`config.mk`:
```
export PLATFORM = sky130hd
export DESIGN_NAME = sim_ctrl_unit
export DESIGN_NICKNAME = d
export VERILOG_FILES = /design/src/rtl/sim_ctrl_pkg.sv /design/src/rtl/sim_char_fifo.sv /design/src/rtl/sim_ctrl_unit.sv
export SDC_FILE = /design/constraint.sdc
export NUM_CORES = 1
export LEC_CHECK = 0
export BUFFER_PORTS_ARGS = -buffer_cell sky130_fd_sc_hd__buf_2
export CORE_UTILIZATION = 63
export CTS_CLUSTER_DIAMETER = 40
export DETAILED_ROUTE_END_ITERATION = 8
export PLACE_DENSITY_LB_ADDON = 0.15
export RECOVER_POWER = 50
export SETUP_SLACK_MARGIN = 0.3
export SYNTH_ARGS = -nofsm -noshare
export SYNTH_HDL_FRONTEND = slang
export SYNTH_HIERARCHICAL = 1
export SYNTH_SLANG_ARGS = --single-unit
```
`constraint.sdc`:
```
create_clock -name clock -period 10.6 [get_ports clock]
set_clock_uncertainty 0.15 [all_clocks]
set_input_delay 0.53 -clock clock [delete_from_list [all_inputs] [get_ports clock]]
set_output_delay 0.53 -clock clock [all_outputs]
set_load 0.005 [all_outputs]
```
`src/rtl/sim_ctrl_pkg.sv`:
```
// Shared definitions for the simulation-control unit.
//   - FSM state encodings (HOLD -> INIT -> RUN -> DONE)
//   - character width
//   - width helpers for channel indices and FIFO pointers
package sim_ctrl_pkg;

  localparam int CHAR_W = 8;

  typedef logic [1:0] sim_state_t;

  localparam logic [1:0] ST_HOLD = 2'd0;  // core held in reset
  localparam logic [1:0] ST_INIT = 2'd1;  // single-cycle host init
  localparam logic [1:0] ST_RUN  = 2'd2;  // stepping, counting cycles
  localparam logic [1:0] ST_DONE = 2'd3;  // terminal until reset

  // Channel index width; a single channel still needs one bit.
  function automatic int chan_w(input int num_chan);
    return (num_chan > 1) ? $clog2(num_chan) : 1;
  endfunction

  // FIFO pointer width: one extra wrap bit to tell full from empty.
  function automatic int ptr_w(input int depth);
    return $clog2(depth) + 1;
  endfunction

endpackage

```
`src/rtl/sim_char_fifo.sv`:
```
// Single-clock show-ahead character FIFO, one per UART channel.
// Ports:
//   clk_i, rst_i   clock, asynchronous active-high reset (empties FIFO)
//   push_i, din_i  write request and character
//   pop_i          read request (must only be raised while !empty_o)
//   dout_o         head character, valid whenever !empty_o
//   full_o/empty_o occupancy flags
//   drop_o         push refused this cycle (full and no simultaneous pop)
module sim_char_fifo
  import sim_ctrl_pkg::*;
#(
  parameter int DEPTH = 16
) (
  input  logic              clk_i,
  input  logic              rst_i,
  input  logic              push_i,
  input  logic [CHAR_W-1:0] din_i,
  input  logic              pop_i,
  output logic [CHAR_W-1:0] dout_o,
  output logic              full_o,
  output logic              empty_o,
  output logic              drop_o
);

  localparam int PW = ptr_w(DEPTH);
  localparam int AW = PW - 1;

  logic [PW-1:0]     wr_q, rd_q;
  logic [CHAR_W-1:0] mem_q [DEPTH];
  logic              wr_en, rd_en;

  assign empty_o = (wr_q == rd_q);
  assign full_o  = (wr_q[PW-1] != rd_q[PW-1]) && (wr_q[AW-1:0] == rd_q[AW-1:0]);

  // A push into a full FIFO is still taken when the head leaves the same
  // cycle: the freed slot is exactly the one being written.
  assign wr_en  = push_i && (!full_o || pop_i);
  assign rd_en  = pop_i && !empty_o;
  assign drop_o = push_i && full_o && !pop_i;

  assign dout_o = mem_q[rd_q[AW-1:0]];

  always_ff @(posedge clk_i or posedge rst_i) begin
    if (rst_i) begin
      wr_q <= '0;
      rd_q <= '0;
    end else begin
      if (wr_en) wr_q <= wr_q + PW'(1);
      if (rd_en) rd_q <= rd_q + PW'(1);
    end
  end

  // Storage needs no reset; the pointers define what is valid.
  always_ff @(posedge clk_i) begin
    if (wr_en) mem_q[wr_q[AW-1:0]] <= din_i;
  end

endmodule

```
`src/rtl/sim_ctrl_unit.sv`:
```
// Simulation-control unit between the testbench shell and SimTop.
// Sequences DUT reset and the host init call, counts run cycles with a
// max-cycle watchdog and log window, and merges NUM_UART character streams
// into one registered print port with round-robin arbitration.
// Ports:
//   clock, reset        system clock, asynchronous active-high reset
//   max_cycles          run-cycle limit (0 = unlimited)
//   log_begin/log_end   log window [begin, end); log_end 0 disables logging
//   finish_req          request to end the run
//   uart_in_valid/_ch   per-channel character strobes and characters
//   out_ready           host print sink ready
//   core_reset          reset to the DUT (high exactly in HOLD)
//   init_pulse/step_en  host init (one cycle) and step enable
//   cycle_cnt           RUN cycles elapsed
//   log_enable          registered log-window flag
//   out_valid/_chan/_ch registered print port
//   overflow            sticky per-channel drop flags
//   timeout/done        run ended by watchdog / run finished
//   dbg_state           current FSM state
//
// Print port handshake: a character moves when out_valid && out_ready at a
// rising clock edge; while out_valid is high and out_ready low, out_valid,
// out_chan and out_ch hold their values.
module sim_ctrl_unit
  import sim_ctrl_pkg::*;
#(
  parameter int NUM_UART     = 4,
  parameter int FIFO_DEPTH   = 16,
  parameter int RESET_CYCLES = 50,
  parameter int CYCLE_W      = 64
) (
  input  logic                          clock,
  input  logic                          reset,
  input  logic [CYCLE_W-1:0]            max_cycles,
  input  logic [63:0]                   log_begin,
  input  logic [63:0]                   log_end,
  input  logic                          finish_req,
  input  logic [NUM_UART-1:0]           uart_in_valid,
  input  logic [NUM_UART*CHAR_W-1:0]    uart_in_ch,
  input  logic                          out_ready,
  output logic                          core_reset,
  output logic                          init_pulse,
  output logic                          step_en,
  output logic [CYCLE_W-1:0]            cycle_cnt,
  output logic                          log_enable,
  output logic                          out_valid,
  output logic [chan_w(NUM_UART)-1:0]   out_chan,
  output logic [CHAR_W-1:0]             out_ch,
  output logic [NUM_UART-1:0]           overflow,
  output logic                          timeout,
  output logic                          done,
  output sim_state_t                    dbg_state
);

  localparam int CHAN_W = chan_w(NUM_UART);
  localparam int HOLD_W = $clog2(RESET_CYCLES + 1);
  localparam int CMP_W  = (CYCLE_W > 64) ? CYCLE_W : 64;

  // ---------------------------------------------------------------------
  // Run-control FSM
  // ---------------------------------------------------------------------
  sim_state_t         state_q, state_d;
  logic [HOLD_W-1:0]  hold_q, hold_d;
  logic [CYCLE_W-1:0] cnt_q, cnt_d, cnt_inc;
  logic               timeout_q, timeout_d;
  logic               log_q, log_d;

  assign cnt_inc = cnt_q + CYCLE_W'(1);

  always_comb begin
    state_d   = state_q;
    hold_d    = hold_q;
    cnt_d     = cnt_q;
    timeout_d = timeout_q;
    case (state_q)
      ST_HOLD: begin
        if (hold_q == HOLD_W'(RESET_CYCLES - 1)) state_d = ST_INIT;
        else                                     hold_d  = hold_q + HOLD_W'(1);
      end
      ST_INIT: state_d = ST_RUN;
      ST_RUN: begin
        // The exiting edge still counts, so the frozen value equals the
        // number of RUN cycles spent.
        cnt_d = cnt_inc;
        if (finish_req) state_d = ST_DONE;
        if ((max_cycles != '0) && (cnt_inc == max_cycles)) begin
          state_d   = ST_DONE;
          timeout_d = 1'b1;
        end
      end
      ST_DONE: state_d = ST_DONE;
      default: state_d = ST_HOLD;
    endcase
  end

  // Compare in a common width so any CYCLE_W works against 64-bit bounds.
  logic [CMP_W-1:0] cnt_ext, lb_ext, le_ext;
  assign cnt_ext = CMP_W'(cnt_q);
  assign lb_ext  = CMP_W'(log_begin);
  assign le_ext  = CMP_W'(log_end);
  assign log_d   = (log_end != 64'd0) && (cnt_ext >= lb_ext) && (cnt_ext < le_ext);

  always_ff @(posedge clock or posedge reset) begin
    if (reset) begin
      state_q   <= ST_HOLD;
      hold_q    <= '0;
      cnt_q     <= '0;
      timeout_q <= 1'b0;
      log_q     <= 1'b0;
    end else begin
      state_q   <= state_d;
      hold_q    <= hold_d;
      cnt_q     <= cnt_d;
      timeout_q <= timeout_d;
      log_q     <= log_d;
    end
  end

  assign core_reset = (state_q == ST_HOLD);
  assign init_pulse = (state_q == ST_INIT);
  assign step_en    = (state_q == ST_RUN);
  assign done       = (state_q == ST_DONE);
  assign cycle_cnt  = cnt_q;
  assign log_enable = log_q;
  assign timeout    = timeout_q;
  assign dbg_state  = state_q;

  // ---------------------------------------------------------------------
  // Per-channel capture FIFOs
  // ---------------------------------------------------------------------
  logic [NUM_UART-1:0] push_w, pop_w, empty_w, full_w, drop_w;
  logic [CHAR_W-1:0]   dout_w [NUM_UART];
  logic [NUM_UART-1:0] ovf_q;

  assign push_w = uart_in_valid & {NUM_UART{!core_reset}};

  for (genvar g = 0; g < NUM_UART; g++) begin : g_fifo
    sim_char_fifo #(
      .DEPTH (FIFO_DEPTH)
    ) u_fifo (
      .clk_i   (clock),
      .rst_i   (reset),
      .push_i  (push_w[g]),
      .din_i   (uart_in_ch[g*CHAR_W +: CHAR_W]),
      .pop_i   (pop_w[g]),
      .dout_o  (dout_w[g]),
      .full_o  (full_w[g]),
      .empty_o (empty_w[g]),
      .drop_o  (drop_w[g])
    );
  end

  // ---------------------------------------------------------------------
  // Round-robin arbiter and registered print port
  // ---------------------------------------------------------------------
  logic [CHAN_W-1:0] rr_ptr_q;
  logic              out_valid_q;
  logic [CHAN_W-1:0] out_chan_q;
  logic [CHAR_W-1:0] out_ch_q;

  logic              found;
  logic [CHAN_W-1:0] grant_idx, next_ptr;
  logic [CHAR_W-1:0] grant_ch;
  logic              load;
  int                j, jn;

  // The output register takes a new character when empty or being drained.
  assign load = !out_valid_q || out_ready;

  // Search starts at rr_ptr_q (the channel after the last grant) and wraps.
  always_comb begin
    found     = 1'b0;
    grant_idx = '0;
    grant_ch  = '0;
    next_ptr  = rr_ptr_q;
    j         = 0;
    jn        = 0;
    for (int k = 0; k < NUM_UART; k++) begin
      j = int'(rr_ptr_q) + k;
      if (j >= NUM_UART) j = j - NUM_UART;
      if (!found && !empty_w[j]) begin
        found     = 1'b1;
        grant_idx = CHAN_W'(j);
        grant_ch  = dout_w[j];
        jn        = (j + 1 >= NUM_UART) ? 0 : j + 1;
        next_ptr  = CHAN_W'(jn);
      end
    end
  end

  always_comb begin
    pop_w = '0;
    for (int i = 0; i < NUM_UART; i++) begin
      pop_w[i] = load && found && (grant_idx == CHAN_W'(i));
    end
  end

  always_ff @(posedge clock or posedge reset) begin
    if (reset) begin
      rr_ptr_q    <= '0;
      out_valid_q <= 1'b0;
      out_chan_q  <= '0;
      out_ch_q    <= '0;
      ovf_q       <= '0;
    end else begin
      ovf_q <= ovf_q | drop_w;
      if (load) begin
        out_valid_q <= found;
        if (found) begin
          out_chan_q <= grant_idx;
          out_ch_q   <= grant_ch;
          rr_ptr_q   <= next_ptr;
        end
      end
    end
  end

  assign out_valid = out_valid_q;
  assign out_chan  = out_chan_q;
  assign out_ch    = out_ch_q;
  assign overflow  = ovf_q;

endmodule

```
==> impl.org, run 1 <==
** Status
- The flow ran to the end, but the final reports show violations.
- The final reports fail on max-capacitance violations, max-slew violations.

** Timing
- In the final timing run, aggregate negative setup slack is 0 ns.
- Max-slew violation total from the final report :: 85
- Counting I/O delays and the setup requirement, the final critical path takes 6.35 ns.
- Worst slew margin relative to its limit :: -214%
- Derived from the worst setup path, the maximum achievable clock frequency is 157 MHz.
- Setup repair after global routing left no endpoint under its margin.
- Final setup violating endpoints :: 0
- The final count of hold timing violations is 0.
- After layout, the worst path uses 59.9% of the clock period.
- At the pin with the least slew margin, the transition time is 4.71 ns.

** Clock tree
- Clock-pin slew was measured on the worst setup and hold paths at 0.06 ns.
- Clock latency on the worst-skew pair, taken at its later pin, is 0.62 ns.
- CTS Buf Count :: 80
- Root buffer cell :: sky130_fd_sc_hd__clkbuf_16
- Counting along the longest clock path gives a buffer depth of 3.
- # clock sinks :: 643
- TritonCTS built the clock tree.
- In this run, post-CTS repair resized a total of 0 instances.
- H-tree level count :: 3

** Floorplanning
- Count of boundary I/O pins :: 319
- Row generation in the floorplan step produced 84 rows.
- In this run the vertical extent of the chip is 232 µm.
- Die Footprint :: 0.0539 mm²
- Initial core utilization :: 63.7%
- Area inside the core boundary :: 0.0524 mm²
- Die X-Extent :: 232 µm

** Global route
- The first global-routing pass estimated 140000 µm of wire.
- Number of global-route vias before repair :: 22700
- Global routing finished with a remaining overflow of 0.
- For this run, the total global-route usage over all layers was measured as 35.3%.
- Entering global routing, the biggest net connects 85 pins.
- Number of antenna violations at the first check in global routing :: 8

** Place
- Input and output buffers added on the ports amount to 318.
- Summed over all nets, the half-perimeter wirelength after detailed placement is 67400 µm.
- Placer's final routability congestion estimate :: 1.00
- In this run the cell area measured after placement is 0.0353 mm².

** Drt
- DRC marker count from the first detailed-route iteration :: 2819
- Count of antenna-violating nets left after detailed routing :: 0
- After detailed routing, the number of vias per cell comes to 6.57.
- DRC violations left :: 0
- Summing over every cut layer, the via total after detailed routing is 23000.
- The first detailed-routing pass ran for 6 iterations.
- For this block, the routed nets add up to 94500 µm of wire.
- Wire per inst :: 27.0 µm

** Critical path
- The largest individual stage delay along the critical path comes from the cell sky130_fd_sc_hd__dfrtp_2.
- Arrival time of the worst setup path :: 6.48 ns
- In this design, the stage delay of the slowest critical-path cell is 1.12 ns.
- STA puts the critical path data required time at 10.73 ns.
- STA classifies the critical path endpoint as a flop.
- Startpoint types :: flop
- Cell-by-cell listing of the critical path :: inv_1 -> ha_1 -> inv_1 -> or2_2 -> o21a_1 -> and2_1 -> nor3b_1 -> a21oi_2 -> buf_4 -> nand2b_1 -> nor2_1 -> nor2_1 -> a21boi_2 -> and3_1
- Along the worst path, the maximum fanout reaches 47.
- Start-to-end type of the worst setup path :: reg -> reg

** Layout
- Footprint of the multi-input gates :: 0.0135 mm²
- Fill cells in the final layout number 3446.
- In the final design database the tool counted 3135 nets.
- Relative area change from synthesis to final layout :: 13.7%
- Ratio of cells with drive above 1 in the final layout :: 20.8%
- Once layout is done, the placed cells without fillers occupy 0.0380 mm².
- In the final layout, flip-flops and latches occupy 0.0187 mm².

** Pwr
- Leak pwr :: 15.3 nW
- The worst-case IR drop observed on VDD is 0.000174 V.
- For this design the ratio of total power to cell area is 243 mW/mm².

** Yosys
- Netlist area before placement :: 0.0334 mm²
- Syn nets :: 2834
- Synthesized area divided by synthesized cell count :: 13.6 µm²
- Yosys warning count :: 6
- The cell count after synthesis came out at 2447.

** Min path
- Type of the worst min-delay path :: in -> reg

** Run
- MaxCap Viol Count :: 1
through the flow:
stage / util [%] / cells / total power, mW / hold WS, ns / setup slack, ns
3_5_place_dp: 67.3 / 3353 / 6.46 / 0.320 / 4.31
6_report: 72.4 / 3508 / 9.22 / 0.0278 / 4.25
2_1_floorplan: - / 2447 / 5.63 / 0.220 / 5.81
4_1_cts: 72.5 / 3500 / 9.21 / 0.00620 / 4.27
5_1_grt: 72.4 / 3508 / 9.57 / 0.0642 / 3.80
3_3_place_gp: 67.3 / 3353 / 6.36 / 0.314 / 4.54
layout by cell type, fill, tap and decap left out, types with 15 or more instances in the layout:
cell                        count
sky130_fd_sc_hd__nor2_1        96
sky130_fd_sc_hd__dfrtp_1      126
sky130_fd_sc_hd__xor2_1       101
sky130_fd_sc_hd__a32oi_1       33
sky130_fd_sc_hd__a21oi_1       82
sky130_fd_sc_hd__nor4_1        53
sky130_fd_sc_hd__xnor2_1      110
sky130_fd_sc_hd__edfxtp_1     512
sky130_fd_sc_hd__nor2b_1       41
sky130_fd_sc_hd__nand3_1       55
sky130_fd_sc_hd__nand4_1       70
sky130_fd_sc_hd__inv_6         16
sky130_fd_sc_hd__clkbuf_16     80
sky130_fd_sc_hd__mux4_2       123
sky130_fd_sc_hd__buf_2        253
sky130_fd_sc_hd__mux2i_1      104
sky130_fd_sc_hd__and2_1        15
sky130_fd_sc_hd__a22oi_1       35
sky130_fd_sc_hd__and3_1        50
sky130_fd_sc_hd__inv_1        173
sky130_fd_sc_hd__o21ai_0       65
sky130_fd_sc_hd__clkbuf_1      71
sky130_fd_sc_hd__a21o_1        46
sky130_fd_sc_hd__ha_1         155
sky130_fd_sc_hd__nor3_1        24
sky130_fd_sc_hd__nand2_1       81
sequential cells by signal, summed over array words and instances (netlist names):
signal,cells
g_fifo.u_fifo/rd_q,20
dbg_state,2
out_chan,2
overflow,4
g_fifo.u_fifo/mem_q,512
out_valid,1
out_ch,8
g_fifo.u_fifo/wr_q,20
cycle_cnt,64
timeout,1
hold_q,6
rr_ptr_q,2
log_enable,1
metal layers:
metal	vias to the layer above	global-route usage (%)	wire length, µm
li1	9990	-	-
met1	11400	46.2	36100
met2	1401	57.3	45600
met3	234	6.77	8850
met4	0	15.9	3930
met5	-	0	0
critical path, delay by kind of cell, from the launching register on:
family	cells	cell delay [ns]
AND/OR/NAND/NOR	7	1.87
flip-flops	1	1.12
AO/OA/AOI/OAI	3	1.08
adder cells (fa/ha/maj)	1	1.00
buffers and inverters	3	0.76
worst paths after layout:
| check | slack (ns) | start | cells past startpoint | endpoint |
|---|---|---|---|---|
| max | 4.25 | rr_ptr_q[0] | 14 | g_fifo[3].u_fifo/mem_q[8][6] |
| min | 0.03 | out_ready | 2 | out_valid |
| max reg2reg | 4.25 | rr_ptr_q[0] | 14 | g_fifo[3].u_fifo/mem_q[8][6] |
| min reg2reg | 0.33 | hold_q[5] | 1 | hold_q[5] |
| max in group asynchronous | 4.86 | reset | 4 | log_enable |
| min in group asynchronous | 0.62 | reset | 3 | g_fifo[3].u_fifo/wr_q[0] |
power by group:
group	switching, mW	total, mW	internal, mW	leakage (nW)
Sequential	0.463	3.51	3.05	6.31
Clock	1.14	2.73	1.59	1.33
Combinational	1.60	2.97	1.37	7.68
Total	3.20	9.22	6.01	15.3
area by class of cell:
type | count | share of cell area, %
flip-flops and latches | 643 | 49.1
well taps | 688 | 2.27
diodes | 8 | 0.0527
clock inverters | 59 | 1.79
inverters | 174 | 1.72
repair buffers | 327 | 4.15
clock buffers | 87 | 5.37
multi-input cells | 1522 | 35.5
timing repair:
item	CTS	global route
setup buffers	0	0
hold endpoints to repair	47	0
hold buffers	1	0
No activity file was read; power rests on OpenSTA's default activity.
==> run 2, diff against run 1 <==
- CORE_UTILIZATION: 63 -> 54
- clock period: 10.6 -> 5.45 ns (I/O delays scaled with it)
==> run 2 against run 1 <==
Net effect: wire length grew 3.7%; via count grew 0.13%; largest cell class unchanged; clock-buffer cell count grew 7; the run still ends with max-capacitance violations, max-slew violations left; worst hold slack gained 0.066 ns; clock power grew 97%; design area grew 2.0%; final cell count grew 4.5%; setup slack lost 3.6 ns; sequential share of layout area shrank 0.96 points; core utilization shrank 8.6 points; maximum frequency grew 32%; register-to-register slack lost 3.6 ns; critical endpoint is now g_fifo[3].u_fifo/mem_q[6][4].
==> impl.org, run 2 (synthesis gave the netlist of run 1 again) <==
** Status
- Outcome :: complete, but fails checks
- The checks that failed: max-capacitance violations, max-slew violations.

** Critical path
- The register-to-register setup slack was 0.65 ns (-3.59 ns).
- Worst Reg-to-Reg Cells :: 15 (+1)
- Startpoint types :: flop
- Required time at the endpoint of the critical path :: 5.59 ns (-5.14 ns)
- The startpoint identified for the worst register-to-register timing path is g_fifo[2].u_fifo/wr_q[3].
- Walking the worst path, the cells encountered are xor2_1 -> nor4_4 -> buf_4 -> and2_2 -> mux2_2 -> or2_2 -> o21a_1 -> and2_1 -> nor3b_1 -> a21oi_2 -> nand2b_1 -> nor2_1 -> nor2_1 -> a21boi_2 -> and3_1.
- Family with the most delay on the worst path :: simple AND/OR/NAND/NOR gates
- The setup path with the least slack is of type reg -> reg.
- The largest fanout on the critical path came to 14 (-70%).
- By instance count, the cell type seen most on the critical path is sky130_fd_sc_hd__nor2_1.
- The delay contributed by the slowest stage of the critical path came to 0.63 ns (-0.49 ns).
- Number of buffers and inverters on the critical path :: 1 (-2)
- Critical path capture point type :: flop
- Slowest cell on crit path :: sky130_fd_sc_hd__a21boi_2
- Arrival time of the worst setup path :: 4.93 ns (-1.55 ns)
- Capture instance of the worst register-to-register path :: g_fifo[3].u_fifo/mem_q[6][4]

** Timing
- The highest achievable clock rate was 209 MHz (+32%).
- Crit share post-route :: 88.0% (+28 points)
- Slew @ Worst Pin :: 2.15 ns (-2.55 ns)
- The setup TNS is 0 ns (unchanged).
- Minimum setup slack in the final design :: 0.654 ns (-3.59 ns)
- Worst slew margin relative to its limit :: -44.3% (+170 points)
- Tmin final :: 4.80 ns (-1.56 ns)
- Setup repair after global routing left no endpoint under its margin.
- The post-route worst hold slack came to 0.0939 ns (+0.0661 ns).
- Max-slew violation total from the final report :: 55 (-35%)
- Hold Fails Final Rpt :: 0 (unchanged)
- The number of setup violations in the final report was 0 (unchanged).

** Clock tree
- Worst-skew pair later-pin latency :: 0.64 ns (+0.02 ns)
- In this run the clock root is driven by a sky130_fd_sc_hd__clkbuf_16.
- Setup Buffers After CTS :: 0 (unchanged)
- Clock-pin slew reported for the worst setup and hold paths after clock tree synthesis :: 0.05 ns (about the same)
- CTS Buf Count :: 83 (+3.8%)
- CTS max path bufs :: 3 (unchanged)
- # clock sinks :: 643 (unchanged)
- H-tree level count :: 3 (unchanged)
- TritonCTS built the clock tree.

** Drt
- The final routed DRC violation total came to 0 (unchanged).
- The first-pass iteration count of the detailed router is 6 (unchanged).
- The routed wire length per instance is 26.7 µm (-0.83%).
- Total wirelength of the detailed-routed design :: 98000 µm (+3.7%)
- The via total after detailed routing came to 23100 (+0.13%).
- DRC marker count from the first detailed-route iteration :: 2549 (-9.6%)
- Count of antenna-violating nets left after detailed routing :: 0 (unchanged)
- The number of vias per cell is 6.29 (-4.2%).

** Layout
- Highest-count cells in the layout ignoring fill and taps :: sky130_fd_sc_hd__edfxtp_1, sky130_fd_sc_hd__buf_2, sky130_fd_sc_hd__inv_1
- Design Area, Final :: 0.0387 mm² (+2.0%)
- The share of cells above drive strength 1 is 21.9% (+1.1 points).
- The filler cell count came to 4484 (+30%).
- Relative area change from synthesis to final layout :: 16.0%
- Net count, final :: 3203 (+2.2%)
- Number of flip-flops in the largest register :: 512 (unchanged)
- Antenna diode count :: 0 (-8)
- Leaving out fill and tap cells, the most frequent cell in the layout is sky130_fd_sc_hd__edfxtp_1.

** Global route
- Maximum number of pins on one net before global-route repair :: 49 (-42%)
- Global-route congestion overflow total :: 0 (unchanged)
- The global-route usage over all layers is 31.5% (-3.8 points).
- The initial antenna violation count was 1 (-7).
- The first-pass GRT wire length was 146000 µm (+4.7%).
- The number of global-route vias before repair was 23200 (+2.0%).

** Min path
- The hold path depth was 5 (+3).
- The worst hold path terminates at g_fifo[1].u_fifo/wr_q[2].
- Hold path startpoint :: uart_in_valid[1]
- The worst hold path belongs to the class in -> reg.

** Place
- The number of input and output port buffers inserted is 318 (unchanged).
- Placer's final routability congestion estimate :: 0.986 (-1.7%)
- DP HPWL :: 72600 µm (+7.7%)
- The placed standard-cell area is 0.0357 mm² (+0.98%).
- Minimum setup slack after placement :: 0.685 ns (-3.62 ns)

** Floorplanning
- Count of boundary I/O pins :: 319 (unchanged)
- Initial core utilization :: 55.0% (-8.7 points)
- Row Count :: 90 (+7.1%)
- The core footprint came to 0.0607 mm² (+16%).
- Die Footprint :: 0.0628 mm² (+17%)
- The width of the chip came to 251 µm (+7.9%).
- Die Y :: 251 µm (+7.9%)

** Pwr
- The cell leakage power is 15.7 nW (+2.3%).
- Switching fraction of total power :: 34.7% (-0.10 points)
- The internal portion of total power is 11.9 mW (+97%).
- The peak supply drop came to 0.000304 V (+74%).
- Comb pwr share :: 35.4% (+3.1 points)
- The clock network fraction of design power was 29.6% (about the same).
- Sequential share of power :: 35.0% (-3.1 points)
- Pwr per Cell Area :: 469 mW/mm² (+93%)
- The power spent charging and discharging nets came to 6.29 mW (+96%).

** Run
- MaxCap Viol Count :: 2 (+1)
run 2: cell count changes in the layout (fill, tap and decap cells not counted), sizes merged:
cell / change
clkinv: +2
buf: +36
dlygate4sd3: +35
inv: -4
bufinv: -1
clkbuf: +1
clkinvlp: +4
diode: -8
run 2: repair_timing:
item / in CTS / in global routing
hold buffers: 36 / 0
endpoints found under the setup margin: 0 / 72
hold endpoints to repair: 598 / 0
gates resized for setup: 0 / 1
run 2: final cells by class:
cell class | instances | area (µm²) | share of cell area [%]
Clock buffer | 94 | 2150 | 5.55
Clock inverter | 60 | 643 | 1.66
Inverter | 174 | 654 | 1.69
Multi-Input combinational cell | 1522 | 13500 | 34.8
Sequential cell | 643 | 18700 | 48.2
Tap cell | 782 | 978 | 2.53
Timing Repair Buffer | 392 | 2150 | 5.56
run 2: worst max path at each step:
stage,startpoint,depth (start not counted),to,slack (ns)
global placement,g_fifo[2].u_fifo/wr_q[2],13,g_fifo[1].u_fifo/mem_q[13][0],0.77
finish,g_fifo[2].u_fifo/wr_q[3],15,g_fifo[3].u_fifo/mem_q[6][4],0.65
detailed placement,g_fifo[2].u_fifo/wr_q[1],13,g_fifo[3].u_fifo/mem_q[8][4],0.68
CTS,g_fifo[2].u_fifo/wr_q[1],13,g_fifo[1].u_fifo/mem_q[4][3],0.67
global route,g_fifo[2].u_fifo/wr_q[2],15,g_fifo[1].u_fifo/mem_q[4][3],0.36
floorplan,rr_ptr_q[0],16,g_fifo[1].u_fifo/mem_q[3][0],0.66
run 2: routing by layer:
metal  share of wire [%]  up-vias  GRT usage [%]
met2                  49     1184           52.1
met5               0.013        -              0
met1                  40    11600           42.0
li1                    -    10100              -
met4                 3.5        2           11.3
met3                 7.9      182           5.21
run 2: metrics by stage:
step | total power [mW] | util (%) | instances
finish | 18.2 | 63.8 | 3667
global route | 18.9 | 63.8 | 3667
CTS | 18.2 | 63.9 | 3667
detailed placement | 12.8 | 58.7 | 3477
global placement | 12.6 | 58.7 | 3477
floorplan | 10.9 | - | 2447
run 2: worst reg2reg max path: stages (launching register included):
cell and delay (ns):
sky130_fd_sc_hd__dfrtp_1 0.45, sky130_fd_sc_hd__xor2_1 0.28, sky130_fd_sc_hd__nor4_4 0.07, sky130_fd_sc_hd__buf_4 0.18, sky130_fd_sc_hd__and2_2 0.21, sky130_fd_sc_hd__mux2_2 0.28
sky130_fd_sc_hd__or2_2 0.28, sky130_fd_sc_hd__o21a_1 0.15, sky130_fd_sc_hd__and2_1 0.21, sky130_fd_sc_hd__nor3b_1 0.17, sky130_fd_sc_hd__a21oi_2 0.19, sky130_fd_sc_hd__nand2b_1 0.16
sky130_fd_sc_hd__nor2_1 0.33, sky130_fd_sc_hd__nor2_1 0.21, sky130_fd_sc_hd__a21boi_2 0.63, sky130_fd_sc_hd__and3_1 0.51
run 2: power groups by stage:
stage	Sequential (mW)	Clock, mW	Combinational, mW
after detailed placement	6.44	0	6.33
after global placement	6.41	0	6.19
after floorplan	6.24	0	4.70
final	6.35	5.38	6.43
after global routing	6.40	5.66	6.86
after CTS	6.35	5.46	6.39
==> run 3, diff against run 2 <==
- CAP_MARGIN: not set -> 20
- HOLD_SLACK_MARGIN: not set -> 0.1
==> run 3 against run 2 <==
Net effect: highest routed layer unchanged; wire length up 0.69%; die area unchanged; the run still ends with max-capacitance violations, max-slew violations left; sequential power barely moved.
==> impl.org, run 3 (synthesis gave the netlist of run 1 again) <==
** Layout
- The library cell used most frequently in the layout, excluding fill and tap cells, is sky130_fd_sc_hd__edfxtp_1.
- Net count, final :: 3207 (+0.12%)
- Utilization after layout :: 63.9% (+0.11 points)
- From synthesis to final layout, the design area changed by 16.2%.
- FF+latch area :: 0.0187 mm² (unchanged)
- Footprint of the multi-input gates :: 0.0135 mm² (unchanged)
- The filler cell count was 4488 (+0.089%).
- The share of cells above drive strength 1 is 21.5% (-0.45 points).
- The flip-flop count of the largest register, all copies and words added was 512 (unchanged).
- Antenna diode count :: 0 (unchanged)
- In the layout the commonest cells are sky130_fd_sc_hd__edfxtp_1, sky130_fd_sc_hd__buf_2, sky130_fd_sc_hd__inv_1.

** Critical path
- The critical path is of the reg -> reg type.
- Arrival time of the worst setup path :: 4.92 ns (about the same)
- Largest fanout of any net on the critical path :: 13 (-1)
- Slack of the worst reg-to-reg path :: 0.69 ns (+0.03 ns)
- Cell-by-cell listing of the critical path :: xor2_1 -> nor4_4 -> buf_4 -> and2_2 -> mux2_2 -> or2_2 -> o21a_1 -> and2_1 -> nor3b_1 -> a21oi_2 -> nand2b_1 -> nor2b_1 -> nor2_1 -> a21boi_2 -> and3_1
- Critical path's largest stage delay :: 0.64 ns (about the same)
- Startpoint types :: flop
- Slowest cell on crit path :: sky130_fd_sc_hd__a21boi_2
- Required time at the endpoint of the critical path :: 5.60 ns (about the same)
- The worst setup path is captured at a flop.

** Global route
- Number of global-route vias before repair :: 23200 (+0.15%)
- Wire length of the first global-routing pass :: 147000 µm (+0.69%)
- Number of antenna violations at the first check in global routing :: 1 (unchanged)
- The largest net degree at the start of global routing came to 49 (unchanged).
- The leftover overflow at the end of global routing came to 0 (unchanged).
- The global-route usage over all layers is 31.6% (+0.16 points).

** Clock tree
- Setup Buffers After CTS :: 0 (unchanged)
- The clock insertion delay at the later pin of the skew report was 0.64 ns (about the same).
- CTS Buf Count :: 82 (-1.2%)
- CTS tree :: yes
- In this run the clock root is driven by a sky130_fd_sc_hd__clkbuf_16.
- The worst-case clock buffer depth was 3 (unchanged).
- H-tree level count :: 3 (unchanged)
- Clock-pin slew reported for the worst setup and hold paths after clock tree synthesis :: 0.06 ns (about the same)
- # clock sinks :: 643 (unchanged)

** Drt
- The iteration-0 DRC count of the detailed router came to 2470 (-3.1%).
- Total wirelength of the detailed-routed design :: 98700 µm (+0.69%)
- The number of vias per cell was 6.28 (-0.29%).
- Count of TritonRoute iterations in the first routing pass :: 6 (unchanged)
- Via count of the routed design :: 23000 (-0.15%)
- Count of antenna-violating nets left after detailed routing :: 0 (unchanged)
- Wire per inst :: 26.9 µm (+0.55%)
- The final routed DRC violation total came to 0 (unchanged).

** Timing
- Final sum of negative setup slack :: 0 ns (unchanged)
- RSZ-0062 raised after global routing :: no
- Worst slew margin relative to its limit :: -48.6% (-4.3 points)
- Crit share post-route :: 87.4% (-0.57 points)
- Tmin final :: 4.76 ns (-0.0311 ns)
- Slew @ Worst Pin :: 2.22 ns (+0.0643 ns)
- Max-slew violation total from the final report :: 55 (unchanged)
- The final count of hold timing violations came to 0 (unchanged).
- The highest achievable clock rate is 210 MHz (+0.65%).
- The number of setup violations in the final report was 0 (unchanged).

** Floorplanning
- Row Count :: 90 (unchanged)
- The width of the chip came to 251 µm (unchanged).
- Count of boundary I/O pins :: 319 (unchanged)
- The die outline area is 0.0628 mm² (unchanged).
- Die Y :: 251 µm (unchanged)
- Area inside the core boundary :: 0.0607 mm² (unchanged)
- The initial standard-cell utilization of the core came to 55.0% (unchanged).

** Status
- The flow ran to the end, but the final reports show violations.
- The final reports fail on max-capacitance violations, max-slew violations.

** Pwr
- The power per cell area is 471 mW/mm² (+0.51%).
- The cell leakage power came to 15.6 nW (-0.23%).
- The peak supply drop came to 0.000366 V (+20%).

** Place
- The global placer's final weighted congestion was 0.986 (unchanged).
- The half-perimeter wire length after placement is 72500 µm (about the same).
- Count of buffers inserted at the top-level ports :: 318 (unchanged)

** Min path
- Type of the worst min-delay path :: in -> reg

** Run
- The number of max-capacitance violations reported came to 2 (unchanged).
run 3: final cells by class:
| type | instances | share of cell area (%) |
|---|---|---|
| Clock inverter | 62 | 1.86 |
| Multi-Input combinational cell | 1522 | 34.8 |
| Clock buffer | 92 | 5.49 |
| Inverter | 174 | 1.69 |
| Sequential cell | 643 | 48.1 |
| Tap cell | 782 | 2.52 |
| Timing Repair Buffer | 397 | 5.57 |
run 3: metrics by stage:
| step | cell area, µm² | power (mW) | cells | hold slack, ns | setup WS, ns |
|---|---|---|---|---|---|
| CTS | 38900 | 18.3 | 3672 | 0.123 | 0.659 |
| finish | 38800 | 18.3 | 3672 | 0.166 | 0.685 |
| floorplan | 33400 | 10.9 | 2447 | -0.0373 | 0.664 |
| detailed placement | 35700 | 12.8 | 3479 | 0.256 | 0.686 |
| global route | 38800 | 19.0 | 3672 | 0.168 | 0.419 |
| global placement | 35700 | 12.6 | 3477 | 0.254 | 0.773 |
run 3: routing by layer:
metal	wire length, µm	GRT usage, %	part of all wire (%)	vias up
met3	8010	4.94	8.1	185
met1	39500	42.9	40	11500
met2	47600	51.7	48	1177
met4	3570	11.8	3.6	2
li1	-	-	-	10100
met5	13	0	0.013	-
run 3: worst max-delay path, delay by kind of cell, from the launching register on:
| kind | cells | cell delay (ns) |
|---|---|---|
| AO/OA/AOI/OAI | 3 | 0.98 |
| AND/OR/NAND/NOR | 9 | 2.12 |
| multiplexers | 1 | 0.27 |
| buffers and inverters | 1 | 0.18 |
| flip-flops | 1 | 0.45 |
| XOR/XNOR | 1 | 0.27 |
run 3: final timing paths:
check | end | from | cells after the start
worst max-delay path | g_fifo[1].u_fifo/mem_q[2][3] | g_fifo[2].u_fifo/wr_q[1] | 15
worst min-delay path | log_enable | log_end[61] | 7
worst max register to register | g_fifo[1].u_fifo/mem_q[2][3] | g_fifo[2].u_fifo/wr_q[1] | 15
worst min register to register | overflow[3] | overflow[3] | 1
max in group asynchronous | cycle_cnt[22] | reset | 4
min in group asynchronous | g_fifo[1].u_fifo/wr_q[0] | reset | 3
run 3: power breakdown:
part | switching, mW | total, mW | internal (mW)
Combinational | 3.68 | 6.42 | 2.74
Clock | 2.25 | 5.50 | 3.26
Sequential | 0.407 | 6.35 | 5.95
run 3: repair_timing:
item,in CTS,in global routing
setup endpoints to repair,0,40
endpoints found under the hold margin,604,0
hold buffers,39,0
gates resized for setup,0,1
